===== config.mk =====
export PLATFORM = sky130hd
export DESIGN_NAME = ccr_branch_unit_flat
export DESIGN_NICKNAME = d
export VERILOG_FILES = /design/src/rtl/ccr_branch_unit_pkg.sv /design/src/rtl/ccr_branch_unit_if.sv /design/src/rtl/ccr_branch_unit_branch_cond_eval.sv /design/src/rtl/ccr_branch_unit.sv /design/src/flat_wrapper.sv
export SDC_FILE = /design/constraint.sdc
export NUM_CORES = 1
export LEC_CHECK = 0
export ABC_AREA = 0
export CORE_AREA = 2 2 39 41
export DETAILED_ROUTE_END_ITERATION = 6
export DIE_AREA = 0 0 41 43
export HOLD_SLACK_MARGIN = 0.03
export PLACE_DENSITY = 0.82
export SETUP_SLACK_MARGIN = 0.15
export SYNTH_ARGS = -nofsm -noshare
export SYNTH_HDL_FRONTEND = slang
export SYNTH_SLANG_ARGS = --single-unit

===== constraint.sdc =====
create_clock -name clk -period 2.7 [get_ports clk]
set_input_delay 0.27 -clock clk [delete_from_list [all_inputs] [get_ports clk]]
set_output_delay 0.27 -clock clk [all_outputs]
set_load 0.05 [all_outputs]

===== src/rtl/ccr_branch_unit_pkg.sv =====
// Shared definitions for the execute-stage condition-code unit.
//   - CCR bit positions {NF,OF,CF,ZF}
//   - ALU opcode encodings seen on aluSignals
//   - FSM state type for freeze/restore tracking
package ccr_branch_unit_pkg;

    localparam int CCR_W = 4;

    // CCR bit positions
    localparam int CCR_ZF = 0;
    localparam int CCR_CF = 1;
    localparam int CCR_OF = 2;
    localparam int CCR_NF = 3;

    // ALU operation codes
    localparam logic [4:0] ALU_NOP  = 5'd0;
    localparam logic [4:0] ALU_ADD  = 5'd1;
    localparam logic [4:0] ALU_SUB  = 5'd2;
    localparam logic [4:0] ALU_AND  = 5'd3;
    localparam logic [4:0] ALU_OR   = 5'd4;
    localparam logic [4:0] ALU_NOT  = 5'd5;
    localparam logic [4:0] ALU_INC  = 5'd6;
    localparam logic [4:0] ALU_SETC = 5'd7;
    localparam logic [4:0] ALU_CLRC = 5'd8;
    localparam logic [4:0] ALU_JZ   = 5'd9;
    localparam logic [4:0] ALU_JN   = 5'd10;
    localparam logic [4:0] ALU_JC   = 5'd11;
    localparam logic [4:0] ALU_JMP  = 5'd12;
    localparam logic [4:0] ALU_RTI  = 5'd13;
    localparam logic [4:0] ALU_CALL = 5'd14;
    localparam logic [4:0] ALU_RET  = 5'd15;

    typedef enum logic {
        CCR_IDLE   = 1'b0,
        CCR_FROZEN = 1'b1
    } ccr_state_e;

endpackage


===== src/rtl/ccr_branch_unit_if.sv =====
// Bundle between the EX stage/ALU and the CCR branch unit.
//   master: EX-stage side, drives opcode/valid/stall/next flags/intEntry
//   slave : the CCR unit, returns current CCR, frozen copy, branch pulse,
//           frozen status and sticky interrupt overrun
interface ccr_branch_unit_if;
    import ccr_branch_unit_pkg::*;

    logic [4:0]       aluSignals;
    logic             validEx;
    logic             stall;
    logic [CCR_W-1:0] flagsIn;
    logic             intEntry;
    logic [CCR_W-1:0] flagsOut;
    logic [CCR_W-1:0] freezedCCR;
    logic             branchTaken;
    logic             frozen;
    logic             intOverrun;

    modport master (
        output aluSignals, validEx, stall, flagsIn, intEntry,
        input  flagsOut, freezedCCR, branchTaken, frozen, intOverrun
    );

    modport slave (
        input  aluSignals, validEx, stall, flagsIn, intEntry,
        output flagsOut, freezedCCR, branchTaken, frozen, intOverrun
    );
endinterface


===== src/rtl/ccr_branch_unit_branch_cond_eval.sv =====
// Combinational branch-condition decode.
//   op_i    : ALU opcode of the instruction in EX
//   ccr_i   : CCR value before this instruction's update
//   taken_o : 1 when the opcode is a branch whose condition holds
module ccr_branch_unit_branch_cond_eval
    import ccr_branch_unit_pkg::*;
(
    input  logic [4:0]       op_i,
    input  logic [CCR_W-1:0] ccr_i,
    output logic             taken_o
);
    always_comb begin
        taken_o = 1'b0;
        case (op_i)
            ALU_JZ:  taken_o = ccr_i[CCR_ZF];
            ALU_JN:  taken_o = ccr_i[CCR_NF];
            ALU_JC:  taken_o = ccr_i[CCR_CF];
            ALU_JMP: taken_o = 1'b1;
            default: taken_o = 1'b0;
        endcase
    end
endmodule


===== src/rtl/ccr_branch_unit.sv =====
// Execute-stage condition-code register with interrupt freeze/restore and
// conditional branch resolution.
//   clk  : system clock, rising edge
//   rstN : asynchronous active-low reset
//   bus  : slave side of ccr_branch_unit_if (opcode, valid, stall, next
//          flags, intEntry in; CCR, frozen CCR, branch pulse, frozen,
//          intOverrun out)
module ccr_branch_unit
    import ccr_branch_unit_pkg::*;
(
    input  logic              clk,
    input  logic              rstN,
    ccr_branch_unit_if.slave  bus
);
    logic [CCR_W-1:0] ccr_q;
    logic [CCR_W-1:0] ccr_d;
    logic [CCR_W-1:0] freezed_q;
    logic             branch_q;
    logic             overrun_q;
    ccr_state_e       state_q;

    logic commit;
    logic taken;
    logic is_rti;

    assign commit = bus.validEx & ~bus.stall;
    assign is_rti = (bus.aluSignals == ALU_RTI);
    // The ALU already folds pass-through and flag clearing into flagsIn.
    assign ccr_d  = commit ? bus.flagsIn : ccr_q;

    // Branch condition looks at the CCR before this instruction's write.
    ccr_branch_unit_branch_cond_eval u_cond (
        .op_i    (bus.aluSignals),
        .ccr_i   (ccr_q),
        .taken_o (taken)
    );

    always_ff @(posedge clk or negedge rstN) begin
        if (!rstN) begin
            ccr_q     <= '0;
            freezed_q <= '0;
            branch_q  <= 1'b0;
            overrun_q <= 1'b0;
            state_q   <= CCR_IDLE;
        end else begin
            ccr_q    <= ccr_d;
            branch_q <= commit & taken;
            case (state_q)
                CCR_IDLE: begin
                    // Snapshot includes a same-cycle commit.
                    if (bus.intEntry) begin
                        freezed_q <= ccr_d;
                        state_q   <= CCR_FROZEN;
                    end
                end
                CCR_FROZEN: begin
                    // A second interrupt cannot be nested; flag it and keep
                    // the original snapshot. RTI still returns to IDLE.
                    if (bus.intEntry)
                        overrun_q <= 1'b1;
                    if (commit && is_rti)
                        state_q <= CCR_IDLE;
                end
                default: state_q <= CCR_IDLE;
            endcase
        end
    end

    assign bus.flagsOut    = ccr_q;
    assign bus.freezedCCR  = freezed_q;
    assign bus.branchTaken = branch_q;
    assign bus.frozen      = (state_q == CCR_FROZEN);
    assign bus.intOverrun  = overrun_q;
endmodule


===== src/flat_wrapper.sv =====
// flat-port wrapper written by rule: the top's interface ports become plain ports
module ccr_branch_unit_flat import ccr_branch_unit_pkg::*;
  (clk, rstN, bus_aluSignals, bus_validEx, bus_stall, bus_flagsIn, bus_intEntry, bus_flagsOut, bus_freezedCCR, bus_branchTaken, bus_frozen, bus_intOverrun);
  ccr_branch_unit_if bus_i ();
  input  logic clk;
  input  logic rstN;
  input wire logic [$bits(bus_i.aluSignals)-1:0] bus_aluSignals;
  input wire logic [$bits(bus_i.validEx)-1:0] bus_validEx;
  input wire logic [$bits(bus_i.stall)-1:0] bus_stall;
  input wire logic [$bits(bus_i.flagsIn)-1:0] bus_flagsIn;
  input wire logic [$bits(bus_i.intEntry)-1:0] bus_intEntry;
  output wire logic [$bits(bus_i.flagsOut)-1:0] bus_flagsOut;
  output wire logic [$bits(bus_i.freezedCCR)-1:0] bus_freezedCCR;
  output wire logic [$bits(bus_i.branchTaken)-1:0] bus_branchTaken;
  output wire logic [$bits(bus_i.frozen)-1:0] bus_frozen;
  output wire logic [$bits(bus_i.intOverrun)-1:0] bus_intOverrun;
  assign bus_i.aluSignals = bus_aluSignals;
  assign bus_i.validEx = bus_validEx;
  assign bus_i.stall = bus_stall;
  assign bus_i.flagsIn = bus_flagsIn;
  assign bus_i.intEntry = bus_intEntry;
  assign bus_flagsOut = bus_i.flagsOut;
  assign bus_freezedCCR = bus_i.freezedCCR;
  assign bus_branchTaken = bus_i.branchTaken;
  assign bus_frozen = bus_i.frozen;
  assign bus_intOverrun = bus_i.intOverrun;
  ccr_branch_unit u_core (.clk(clk), .rstN(rstN), .bus(bus_i));
endmodule

After elaboration in Yosys (flattened, before gate mapping)
Index checks and enable logic that the tools add are counted.

storage, ports and cells
  output and inout bits = 11
  word-level logic and storage cells = 22
  register bits after elaboration = 11
  bits of input ports = 14

operators by class
  bitwise operators = 4
  eq/ne operators = 5
  multiplexer cells = 5
  reductions and logical operators = 3

operators by type and width
  kind                                                 count
  equality test 5 x 4 -> 1 bit, second input constant  5
  two-way mux 4 bit                                    1
  one-hot mux 1 bit (4 select lines)                   1
  AND reduction 2 bit                                  2
  AND 1 bit                                            2
  two-way mux 1 bit                                    2
  NOT 1 bit                                            2
  one-hot mux 1 bit (2 select lines)                   1
  logical AND 1 bit                                    1

Depth between registers and ports, before layout
Gate-level depths: netlist of the first run.

  depth after elaboration = 5
  gate-level depth with buffers = 3
  mapped depth without buffers = 3

Modules after synthesis
Synthesis of the first run repeated with hierarchy kept, for this count alone.

second synthesis, totals
  cell total of the unflattened synthesis = 34
  area total of the unflattened synthesis = 494.2 um2

modules (own cells, without submodules)
  module                            instances  cells an instance  sequential area each (um2)  area an instance (um2)
  ccr_branch_unit                   1          28                 275.3                       444.2
  ccr_branch_unit_branch_cond_eval  1          6                  0.0                         50.0

Worst setup path after synthesis of the first run
Ideal clock, no wire load.

  kind = register -> register
  start point = reg u_core.state_q, in the netlist u_core.bus.frozen
  end point = reg u_core.freezed_q[0], in the netlist u_core.bus.freezedCCR[0]
  arrival time = 1226 ps
  slack = 1349 ps
  setup time = 125 ps
  stages on the path, launching flop included = 3
  path buffers = 0
  clock period less this slack = 1351 ps
  required time = 2575 ps
  path through = dfrtp_1 -> nand2b_1 -> mux2_2

between the ends
  longest elaborated chain between the ends = 2

RTL lines
  item                           RTL line               text
  start, declared                ccr_branch_unit.sv:20  ccr_state_e state_q;
  start signal, assigned         ccr_branch_unit.sv:44  state_q <= CCR_IDLE;
  start signal, assigned         ccr_branch_unit.sv:53  state_q <= CCR_FROZEN;
  start signal, assigned         ccr_branch_unit.sv:62  state_q <= CCR_IDLE;
  NOT 1 bit                      n/a
  AND reduction 2 bit (no line)  n/a
  end signal, assigned           ccr_branch_unit.sv:52  freezed_q <= ccr_d;
  end, declared                  ccr_branch_unit.sv:17  logic [CCR_W-1:0] freezed_q;

No other way between the ends.
A chain may end at the register's enable or synchronous reset.

Final worst setup path of the first run
  start point = reg u_core.ccr_q[0], in the netlist u_core.bus.flagsOut[0]
  end point = out bus_flagsOut[0]

RTL lines
  item                    RTL line               text
  start, declared         ccr_branch_unit.sv:15  logic [CCR_W-1:0] ccr_q;
  start signal, assigned  ccr_branch_unit.sv:46  ccr_q <= ccr_d;
  end, declared           flat_wrapper.sv:12     output wire logic [$bits(bus_i.flagsOut)-1:0] bus_flagsOut;

No word-level cell between the ends.

==> impl_metrics.env, run 1 <==
export IMPL_dp_hpwl_microns=799
export IMPL_synth_compound_area_share_pct=4.85
export IMPL_cts_tree="done"
export IMPL_syn_num_nets=47
export IMPL_holdWs_ns=0.334
export IMPL_tightest_slew_ns=0.500
export IMPL_via_count=366
export IMPL_slew_viol_final=0
export IMPL_end_kind="output pin"
export IMPL_ys_seq_area_share_pct=56.1
export IMPL_fmax_ghz=0.575
export IMPL_status="completed"
export IMPL_setup_ws_ns=0.961
export IMPL_final_nets=76
export IMPL_fin_cells=77
export IMPL_slew_headroom_pct=66.6
export IMPL_yosysWarnings=0
export IMPL_worstPathMaxFanout=3
export IMPL_io_pins=25
export IMPL_period_minus_slack_ns=1.74
export IMPL_netlist_area_sq_um=490
export IMPL_clk_latency_ns=0.27
export IMPL_die_area_sq_mm=0.00176
export IMPL_grt_pass1_wl_mm=1.72
export IMPL_clk_path_buf_depth=2
export IMPL_postCtsHoldBufs=0
export IMPL_cts_setup_buffers=0
export IMPL_r2r_start="u_core.bus.frozen"
export IMPL_die_w_microns=41
export IMPL_final_core_util_pct=56.1
export IMPL_grt_pass1_vias=385
export IMPL_wl_mm=1.02
export IMPL_h_tree_depth=1
export IMPL_final_common_cell="clkdlybuf4s50_1"
export IMPL_design_area_sq_um=777
export IMPL_yosys_area_share_adder_pct=0
export IMPL_areaGrowthSynthToFinish_pct=58.4
export IMPL_start_util_pct=35.4
export IMPL_synthDistinctLibCells=15
export IMPL_cp_start_kind="register"
export IMPL_drc_errors=0
export IMPL_overflow=0
export IMPL_rsz0062_at_grt="no"
export IMPL_clock_skew_ns=0.00957
export IMPL_groute_usage_overall_pct=14.8
export IMPL_place_worst_setup_slack_ns=0.965
export IMPL_critPathTopFamily="buffers and inverters"
export IMPL_layout_drive_gt1_share_pct=23.0
export IMPL_clock_sinks=11
export IMPL_synth_top_family_by_area="multiplexers"
export IMPL_leakagePower_nw=0.322
export IMPL_drtPass1Iterations=2
export IMPL_setup_violations_final=0
export IMPL_critPathKind="reg2out"
export IMPL_timing_setup_tns_ns=0
export IMPL_worst_ep_arrival_time_ns=1.47
export IMPL_synthCells=33
export IMPL_cpMaxStageDelayCell="clkdlybuf4s50_1"
export IMPL_drtAntennaViolNets=0
export IMPL_vias_per_cell=4.75
export IMPL_root_buffer="clkbuf_4"
export IMPL_drtIter0Drc=1
export IMPL_wire_per_inst_microns=13.3
export IMPL_drv_cap=0
export IMPL_finalHoldViolations=0
export IMPL_numPortBuffers=24
export IMPL_period_share_pct=64.4
export IMPL_synth_avg_cell_area_sq_um=14.9
export IMPL_hold_class="in2async"
export IMPL_power_density_mw_per_mm2=890
export IMPL_grt_max_degree=12
export IMPL_antenna_found_initial=0
export IMPL_vdd_drop_max_v=0.000462
export IMPL_antennaDiodeCount=0
export IMPL_synth_xor_xnor_area_share_pct=0
export IMPL_cts_buffers=3
export IMPL_clk_pin_slew_ns=0.08
export IMPL_place_area_sq_um=751
export IMPL_core_sq_mm=0.00138
export IMPL_dp_cells=73
export IMPL_crit_start="u_core.bus.flagsOut[0]"
export IMPL_cts_resized=0
export IMPL_slowest_delay_ns=0.82
export IMPL_crit_chain="clkdlybuf4s50_1"
export IMPL_layout_common_cells="clkdlybuf4s50_1, dfrtp_1, mux2_2"
export IMPL_yosys_area_share_simple_pct=15.3
export IMPL_gp_congestion=0.686
export IMPL_ys_seq_elements=11
export IMPL_fp_dieH_microns=43
export IMPL_cp_required_ns=2.43
export IMPL_finalPower_uw=692
export IMPL_path_buf_inv=1
export IMPL_row_count=14
export IMPL_synthMuxAreaShare_pct=23.7
-- kinds of logic after synthesis --
kind of cell	count (synthesis)
compound gates	4
flops	11
mux	9
simple gates	9
-- routing by layer --
layer	routed length [microns]	GRT usage, %
met1	467	22.2
met2	482	20.0
met3	72	3.14
met4	0	6.00
met5	0	0
-- state kept, by name, summed over array words and instances (netlist names) --
signal and count:
u_core.bus.flagsOut 4, u_core.bus.branchTaken 1, u_core.bus.intOverrun 1, u_core.bus.frozen 1, u_core.bus.freezedCCR 4
-- power by group --
part	total (mW)	switching (mW)	leakage, nW	internal (mW)
Clock	0.112	0.0552	0.0150	0.0571
Sequential	0.237	0.0287	0.127	0.208
Combinational	0.342	0.206	0.180	0.137
Total	0.692	0.290	0.322	0.402
-- worst register-to-register path: cells and delay by family (launching register included) --
family	cells	cell delay (ns)
multiplexers	1	0.38
flip-flops	1	0.39
AND/OR/NAND/NOR	1	0.26
-- Yosys cell counts, drive strengths merged --
| cell type | n | share of area [%] |
|---|---|---|
| nand3b | 2 | 3.1 |
| a21o | 1 | 1.5 |
| a21oi | 1 | 1.0 |
| nand4bb | 1 | 2.3 |
| nand2b | 2 | 4.1 |
| mux2 | 9 | 24 |
| o21ai | 1 | 1.0 |
| nor2 | 1 | 0.76 |
| nand2 | 1 | 0.76 |
| dfrtp | 11 | 56 |
| nor3b | 1 | 1.5 |
| nor2b | 1 | 2.8 |
| a31oi | 1 | 1.3 |
-- worst paths after layout --
kind | end | slack, ns | cells past startpoint
setup / recovery | bus_flagsOut[0] | 0.96 | 1
hold / removal | u_core.bus.flagsOut[0] | 0.33 | 1
setup reg to reg | u_core.bus.freezedCCR[0] | 1.56 | 2
hold reg to reg | u_core.bus.intOverrun | 0.49 | 1
max in group asynchronous | u_core.bus.freezedCCR[3] | 2.02 | 1
min in group clk | u_core.bus.intOverrun | 0.49 | 1
-- area by class of cell --
class	count	area, sq um
Clock buffer	4	26.3
Fill cell	119	607
Multi-Input combinational cell	22	215
Sequential cell	11	275
Tap cell	16	20.0
Timing Repair Buffer	24	240
Power figures use the tool's default switching activity.
==> inputs of run 2 (changes only) <==
Settings changed: CORE_AREA 2 2 39 41 to unset, CORE_UTILIZATION set to 33, DIE_AREA 0 0 41 43 to unset, PLACE_DENSITY 0.82 to 0.78.
Clock period 2.7 ns to 1.57 ns, I/O delays scaled along.
==> impl_metrics.env, run 2 (synthesis gave the netlist of run 1 again) <==
export IMPL_setup_violations_final=0
export IMPL_finalPower_mw=1.16
export IMPL_multi_input_area_sq_um=215
export IMPL_clk_pin_slew_ns=0.08
export IMPL_groute_usage_overall_pct=14.1
export IMPL_period_minus_slack_ns=1.26
export IMPL_setup_ws_ns=0.313
export IMPL_critPathTopFamily="multiplexers"
export IMPL_wl_microns=926
export IMPL_clk_latency_ns=0.27
export IMPL_rsz0062_at_grt="no"
export IMPL_cts_buffers=3
export IMPL_slowest_delay_ns=0.54
export IMPL_core_sq_mm=0.00133
export IMPL_die_area_sq_mm=0.00164
export IMPL_critPathKind="in2reg"
export IMPL_die_w_microns=40.6
export IMPL_cts_resized=0
export IMPL_clk_path_buf_depth=2
export IMPL_num_fill_cells=117
export IMPL_antenna_found_initial=0
export IMPL_leakagePower_nw=0.340
export IMPL_fp_dieH_microns=40.6
export IMPL_period_share_pct=80.0
export IMPL_seq_area_sq_um=275
export IMPL_drc_errors=0
export IMPL_wire_per_inst_microns=12.0
export IMPL_timing_setup_tns_ns=0
export IMPL_numPortBuffers=24
export IMPL_grt_pass1_wl_mm=1.44
export IMPL_root_buffer="clkbuf_4"
export IMPL_clock_skew_ns=0.00449
export IMPL_cp_required_ns=1.73
export IMPL_hold_class="in2async"
export IMPL_drtIter0Drc=2
export IMPL_cts_tree="done"
export IMPL_vdd_drop_max_v=0.000903
export IMPL_slew_viol_final=0
export IMPL_final_nets=77
export IMPL_grt_max_degree=12
export IMPL_cpMaxStageDelayCell="clkdlybuf4s50_1"
export IMPL_vias_per_cell=4.61
export IMPL_cts_setup_buffers=0
export IMPL_tightest_slew_ns=0.475
export IMPL_end_kind="register"
export IMPL_power_density_mw_per_mm2=1530
export IMPL_areaGrowthSynthToFinish_pct=54.3
export IMPL_path_buf_inv=1
export IMPL_overflow=0
export IMPL_gp_congestion=0.631
export IMPL_clock_sinks=11
export IMPL_crit_chain="clkdlybuf4s50_1 -> nand2b_4 -> mux2_4 -> mux2_2"
export IMPL_cp_start_kind="input pin"
export IMPL_drv_cap=0
export IMPL_status="completed"
export IMPL_layout_common_cells="clkdlybuf4s50_1, buf_4, dfrtp_1"
export IMPL_start_util_pct=36.8
export IMPL_finalHoldViolations=0
export IMPL_fmax_ghz=0.796
export IMPL_row_count=13
export IMPL_h_tree_depth=1
export IMPL_dp_hpwl_microns=723
export IMPL_drtAntennaViolNets=0
export IMPL_drtPass1Iterations=4
export IMPL_place_worst_setup_slack_ns=0.0198
export IMPL_antennaDiodeCount=0
export IMPL_worstPathMaxFanout=3
export IMPL_final_common_cell="clkdlybuf4s50_1"
export IMPL_worst_ep_arrival_time_ns=1.42
export IMPL_io_pins=25
export IMPL_grt_pass1_vias=310
export IMPL_via_count=355
export IMPL_slew_headroom_pct=68.2
export IMPL_postCtsHoldBufs=0
export IMPL_layout_drive_gt1_share_pct=43.5
[run 2: where the power goes]
group | internal [mW] | switching, mW | leakage (nW) | total, mW
registers | 0.358 | 0.0450 | 0.127 | 0.403
clock network | 0.0943 | 0.100 | 0.0177 | 0.195
logic | 0.209 | 0.349 | 0.195 | 0.559
total | 0.661 | 0.495 | 0.340 | 1.16
[run 2: worst paths after layout]
check | from | end | slack (ns) | depth (start not counted)
min in group clk | u_core.bus.intOverrun | u_core.bus.intOverrun | 0.46 | 1
max reg2reg | u_core.bus.frozen | u_core.bus.freezedCCR[2] | 0.47 | 2
max | bus_stall | u_core.bus.freezedCCR[2] | 0.31 | 4
max in group asynchronous | rstN | u_core.bus.frozen | 1.04 | 1
min | rstN | u_core.bus.freezedCCR[3] | 0.21 | 1
min reg2reg | u_core.bus.intOverrun | u_core.bus.intOverrun | 0.46 | 1
[run 2: layer usage]
layer | up-vias | track usage [%] | wire length [microns]
li1 | 181 | - | -
met1 | 157 | 19.8 | 425
met2 | 17 | 18.7 | 403
met3 | 0 | 10.0 | 98
met4 | 0 | 0 | 0
met5 | - | 0 | 0
[run 2: metrics by stage]
stage	area, sq um	hold WS (ns)	utilization (%)	cells
after detailed placement	729	0.446	54.7	73
after global placement	729	0.440	54.7	73
final	757	0.207	56.8	77
after global routing	757	0.228	56.8	77
after floorplan	490	-0.139	-	33
after CTS	757	0.223	56.8	77
[run 2: area by class of cell]
| type | instances | share of cell area (%) |
|---|---|---|
| Sequential cell | 11 | 36.4 |
| Timing Repair Buffer | 25 | 29.1 |
| Multi-Input combinational cell | 22 | 28.4 |
| Clock buffer | 3 | 2.98 |
| Tap cell | 15 | 2.48 |
| Clock inverter | 1 | 0.661 |
